File: src/rtl/cpu_wb_master.sv
// rtl/cpu_wb_master.sv - CPU memory port to Wishbone classic single-cycle master bridge
module cpu_wb_master #(
    parameter int unsigned TIMEOUT = 255
) (
    input  logic        wb_clk_i,
    input  logic        wb_rst_i,

    input  logic        cpu_ce_i,
    input  logic [31:0] cpu_addr_i,
    input  logic [31:0] cpu_data_i,
    input  logic        cpu_we_i,
    input  logic [3:0]  cpu_sel_i,
    output logic [31:0] cpu_data_o,
    output logic        stallreq_o,
    output logic        err_o,

    input  logic [5:0]  stall_i,
    input  logic        flush_i,

    output logic [31:0] wb_adr_o,
    output logic [31:0] wb_dat_o,
    output logic        wb_we_o,
    output logic [3:0]  wb_sel_o,
    output logic        wb_stb_o,
    output logic        wb_cyc_o,
    input  logic [31:0] wb_dat_i,
    input  logic        wb_ack_i
);

    typedef enum logic [1:0] {
        IDLE = 2'd0,
        BUSY = 2'd1,
        HOLD = 2'd2
    } state_t;

    localparam logic [7:0] CNT_LAST = 8'(TIMEOUT - 1);

    state_t      state;
    state_t      state_nxt;
    logic [7:0]  cnt;
    logic [7:0]  cnt_nxt;
    logic [31:0] rd_buf;
    logic [31:0] rd_buf_nxt;
    logic        err_nxt;

    logic [31:0] adr_nxt;
    logic [31:0] dat_nxt;
    logic        we_nxt;
    logic [3:0]  sel_nxt;
    logic        stb_nxt;
    logic        cyc_nxt;

    logic        start_req;
    logic        pipe_held;
    logic        terminal;

    assign start_req = cpu_ce_i & ~flush_i;
    assign pipe_held = |stall_i;
    assign terminal  = (cnt == CNT_LAST);

    always_ff @(posedge wb_clk_i) begin
        if (wb_rst_i) begin
            state    <= IDLE;
            cnt      <= 8'd0;
            rd_buf   <= 32'd0;
            err_o    <= 1'b0;
            wb_adr_o <= 32'd0;
            wb_dat_o <= 32'd0;
            wb_we_o  <= 1'b0;
            wb_sel_o <= 4'd0;
            wb_stb_o <= 1'b0;
            wb_cyc_o <= 1'b0;
        end else begin
            state    <= state_nxt;
            cnt      <= cnt_nxt;
            rd_buf   <= rd_buf_nxt;
            err_o    <= err_nxt;
            wb_adr_o <= adr_nxt;
            wb_dat_o <= dat_nxt;
            wb_we_o  <= we_nxt;
            wb_sel_o <= sel_nxt;
            wb_stb_o <= stb_nxt;
            wb_cyc_o <= cyc_nxt;
        end
    end

    // Wishbone outputs are registered; any termination returns the whole bus to zero.
    always_comb begin
        state_nxt  = state;
        cnt_nxt    = cnt;
        rd_buf_nxt = rd_buf;
        err_nxt    = 1'b0;
        adr_nxt    = wb_adr_o;
        dat_nxt    = wb_dat_o;
        we_nxt     = wb_we_o;
        sel_nxt    = wb_sel_o;
        stb_nxt    = wb_stb_o;
        cyc_nxt    = wb_cyc_o;

        case (state)
            IDLE: begin
                if (start_req) begin
                    adr_nxt   = cpu_addr_i;
                    dat_nxt   = cpu_data_i;
                    we_nxt    = cpu_we_i;
                    sel_nxt   = cpu_sel_i;
                    stb_nxt   = 1'b1;
                    cyc_nxt   = 1'b1;
                    cnt_nxt   = 8'd0;
                    state_nxt = BUSY;
                end else begin
                    adr_nxt = 32'd0;
                    dat_nxt = 32'd0;
                    we_nxt  = 1'b0;
                    sel_nxt = 4'd0;
                    stb_nxt = 1'b0;
                    cyc_nxt = 1'b0;
                end
            end

            BUSY: begin
                if (flush_i || wb_ack_i || terminal) begin
                    adr_nxt = 32'd0;
                    dat_nxt = 32'd0;
                    we_nxt  = 1'b0;
                    sel_nxt = 4'd0;
                    stb_nxt = 1'b0;
                    cyc_nxt = 1'b0;
                end

                // Priority: flush discards, then ack, then the timeout.
                if (flush_i) begin
                    rd_buf_nxt = 32'd0;
                    state_nxt  = IDLE;
                end else if (wb_ack_i) begin
                    rd_buf_nxt = wb_we_o ? 32'd0 : wb_dat_i;
                    state_nxt  = pipe_held ? HOLD : IDLE;
                end else if (terminal) begin
                    rd_buf_nxt = 32'd0;
                    err_nxt    = 1'b1;
                    state_nxt  = pipe_held ? HOLD : IDLE;
                end else begin
                    cnt_nxt = cnt + 8'd1;
                end
            end

            HOLD: begin
                if (flush_i) begin
                    rd_buf_nxt = 32'd0;
                    state_nxt  = IDLE;
                end else if (!pipe_held) begin
                    state_nxt = IDLE;
                end
            end

            default: begin
                state_nxt = IDLE;
            end
        endcase
    end

    always_comb begin
        stallreq_o = 1'b0;
        cpu_data_o = 32'd0;

        case (state)
            IDLE: begin
                stallreq_o = start_req;
            end
            BUSY: begin
                stallreq_o = ~flush_i & ~wb_ack_i & ~terminal;
                if (wb_ack_i && !wb_we_o && !flush_i) begin
                    cpu_data_o = wb_dat_i;
                end
            end
            HOLD: begin
                cpu_data_o = rd_buf;
            end
            default: begin
                stallreq_o = 1'b0;
            end
        endcase
    end

endmodule

File: config.mk
export PLATFORM = sky130hd
export DESIGN_NAME = cpu_wb_master
export DESIGN_NICKNAME = d
export VERILOG_FILES = /design/src/rtl/cpu_wb_master.sv
export SDC_FILE = /design/constraint.sdc
export NUM_CORES = 1
export LEC_CHECK = 0
export CAP_MARGIN = 40
export CORE_MARGIN = 3
export CORE_UTILIZATION = 48
export CTS_BUF_LIST = sky130_fd_sc_hd__clkbuf_2
export DETAILED_ROUTE_END_ITERATION = 8
export GPL_ROUTABILITY_DRIVEN = 0
export PLACE_DENSITY = 0.89
export SLEW_MARGIN = 20
export SYNTH_ARGS = -nofsm -noshare
export SYNTH_HDL_FRONTEND = slang
export SYNTH_SLANG_ARGS = --single-unit
File: constraint.sdc
create_clock -name wb_clk_i -period 4.6 [get_ports wb_clk_i]
set_clock_uncertainty 0.2 [all_clocks]
set_input_delay 0.92 -clock wb_clk_i [delete_from_list [all_inputs] [get_ports wb_clk_i]]
set_output_delay 0.92 -clock wb_clk_i [all_outputs]
set_load 0.03 [all_outputs]
==> impl_metrics.tcl <==
set metrics [dict create \
    instances_no_fill 955 \
    grt.busiest_layer "met2" \
    cts.path.max_buffers 2 \
    drive_gt1_share_pct 10.0 \
    maxSlewViolCount 0 \
    portBuffers 216 \
    syn_nets 740 \
    antenna_found_initial 0 \
    cts_root_buffer "clkbuf_2" \
    holdBufCountCts 0 \
    synthArstFlopShare_pct 0 \
    globalRouteMet1Util_pct 30.5 \
    syn_area_um2 5150 \
    whs_ns 0.286 \
    yosys_warnings 0 \
    status "complete, no violations" \
    num_antenna_cells 0 \
    crit_path_max_fanout 32 \
    final_common_cell "clkdlybuf4s50_1" \
    die_area_um2 12000 \
    tightest_slew_ns 0.829 \
    grt_pass1_vias 5271 \
    rsz0062_at_grt "false" \
    power.leakage_nw 2.48 \
    utilization_pct 73.4 \
    peakVddDrop_uv 289 \
    cp-end-kind "primary output" \
    dp.cells 923 \
    setup_viol 0 \
    nets 923 \
    p_per_area_nw_per_um2 388 \
    rows 37 \
    arrival_ns 3.16 \
    grt_pass1_wl_um 25300 \
    fin_crit_sh_pct 93.1 \
    hold_violations 0 \
    coreArea_um2 10400 \
    grt_overflow_total 0 \
    synth_cell_types 44 \
    cts_tree "built" \
    cp-start-kind "primary input" \
    synth_flop_cell "dfxtp_1" \
    ant_nets 0 \
    slew_headroom_pct 44.6 \
    synth_area_per_cell_um2 8.27 \
    setup_tns_ns 0 \
    grt_util_all_layers_pct 26.6 \
    start_util_pct 49.7 \
    die-height_um 110 \
    fmax_ghz 0.234 \
    drc_errors 0 \
    dp_slack_ns 0.355 \
    period_needed_ns 4.28 \
    synth_edf_count 0 \
    numClockSinks 113 \
    cap_viol_max_count 0 \
    dpl.hpwl_um 11400 \
    met2_usage_pct 44.4 \
    syn2layout_area_growth_pct 47.8 \
    synthesis.instances 623 \
    fin_ws_ns 0.318 \
    required_ns 3.48 \
    cts_max_level 4 \
    hold_class "reg -> reg" \
    mostFrequentLayoutCells "clkdlybuf4s50_1, dfxtp_1, nand2_1, o21ai_0, a21oi_1" \
    via_per_inst 5.68 \
    ys_seq_area_share_pct 43.9 \
    routed_wl_um 16100 \
    grt_max_degree 70 \
    numCtsBuffers 17 \
    ys_seq_elements 113 \
    wl_per_cell_um 16.9 \
    clk_latency_ns 0.64 \
    dr.first_iter.drc_count 369 \
    cts.clk_slew.worst_paths_ns 0.17 \
    vias 5424 \
    die_x_um 110 \
    ios 217 \
    grtUsageMet3_pct 12.2 \
    worstSetupPathType "in -> out" \
    fillerInstances 774 \
    drtPass1Iterations 5 \
]
## repair_timing
| action | CTS | global route |
|---|---|---|
| buffers inserted | 0 | 0 |
| setup endpoints to repair | 0 | 12 |
| resized for setup | 0 | 1 |
| endpoints found under the hold margin | 0 | 0 |
## metrics by stage
| step | power (mW) | cell area, µm² |
|---|---|---|
| floorplan | 1.85 | 5150 |
| finish | 2.95 | 7610 |
| global placement | 2.19 | 7300 |
| global route | 3.12 | 7610 |
| CTS | 2.97 | 7610 |
| detailed placement | 2.23 | 7330 |
## final cells by class
cell class | count | area, µm² | share of cell area (%)
Clock buffer | 18 | 90.1 | 1.18
Timing Repair Buffer | 224 | 2250 | 29.6
Inverter | 9 | 33.8 | 0.444
Sequential cell | 113 | 2260 | 29.7
Tap cell | 136 | 170 | 2.24
Clock inverter | 14 | 190 | 2.50
Multi-Input combinational cell | 441 | 2620 | 34.3
## metal layers
layer / share of wire [%] / wire, µm / up-vias
met5: 0 / 0 / -
met4: 1.8 / 289 / 0
met3: 12 / 1900 / 25
met2: 49 / 7840 / 267
met1: 38 / 6090 / 2550
li1: - / - / 2582
## cell usage after synthesis (2+ instances only)
library cell,n,share of area (%)
clkbuf_1,39,2.8
and3_1,3,0.36
a31oi_1,7,0.85
buf_2,5,0.49
nor2b_1,35,4.3
dfxtp_1,113,44
ha_1,5,1.2
nand4_1,33,4.0
clkbuf_2,6,0.58
o211ai_1,2,0.29
nor2_1,5,0.36
buf_6,4,0.87
nor3_1,2,0.19
o21ai_0,75,7.3
o21ai_2,30,5.1
a22oi_1,32,4.7
nand3_1,6,0.58
a21o_1,2,0.29
nand2b_1,36,4.4
a21oi_1,71,6.9
buf_1,5,0.36
nand2_1,77,5.6
inv_1,9,0.66
## final timing paths
check,start,end,slack [ns],depth (start not counted)
worst max register to register,state[1]$_SDFFE_PP0P_,wb_adr_o[31]$_SDFFE_PP0P_,1.91,7
worst min-delay path,rd_buf[29]$_SDFFE_PP0P_,rd_buf[29]$_SDFFE_PP0P_,0.29,2
worst min register to register,rd_buf[29]$_SDFFE_PP0P_,rd_buf[29]$_SDFFE_PP0P_,0.29,2
worst max-delay path,flush_i,cpu_data_o[19],0.32,6
## flip-flops by register name, summed over array words and instances, names as in the netlist
register,count
cnt,8
wb_cyc_o,1
wb_sel_o,4
rd_buf,32
wb_dat_o,32
wb_adr_o,32
err_o,1
state,2
wb_we_o,1
## report_power, final
part | switching [mW] | total [mW] | internal, mW | leakage [nW]
registers | 0.0463 | 1.11 | 1.06 | 0.915
clock network | 0.382 | 0.738 | 0.356 | 0.152
logic | 0.698 | 1.10 | 0.405 | 1.41
total | 1.13 | 2.95 | 1.83 | 2.48
## cells by family after synthesis
logic type,Yosys count,synth area share [%]
compound gates,227,27.0
simple gates,207,21.5
flops,113,43.9
buf+inv,69,5.95
fa+ha+maj,5,1.21
mux,2,0.413
## worst max-delay path, cell delays in order
cell	delay, ns
clkdlybuf4s50_1	0.57
nor4bb_4	0.31
buf_4	0.36
a22oi_1	0.12
nor2b_1	0.17
clkdlybuf4s50_1	0.70
No activity file was read; power rests on OpenSTA's default activity.
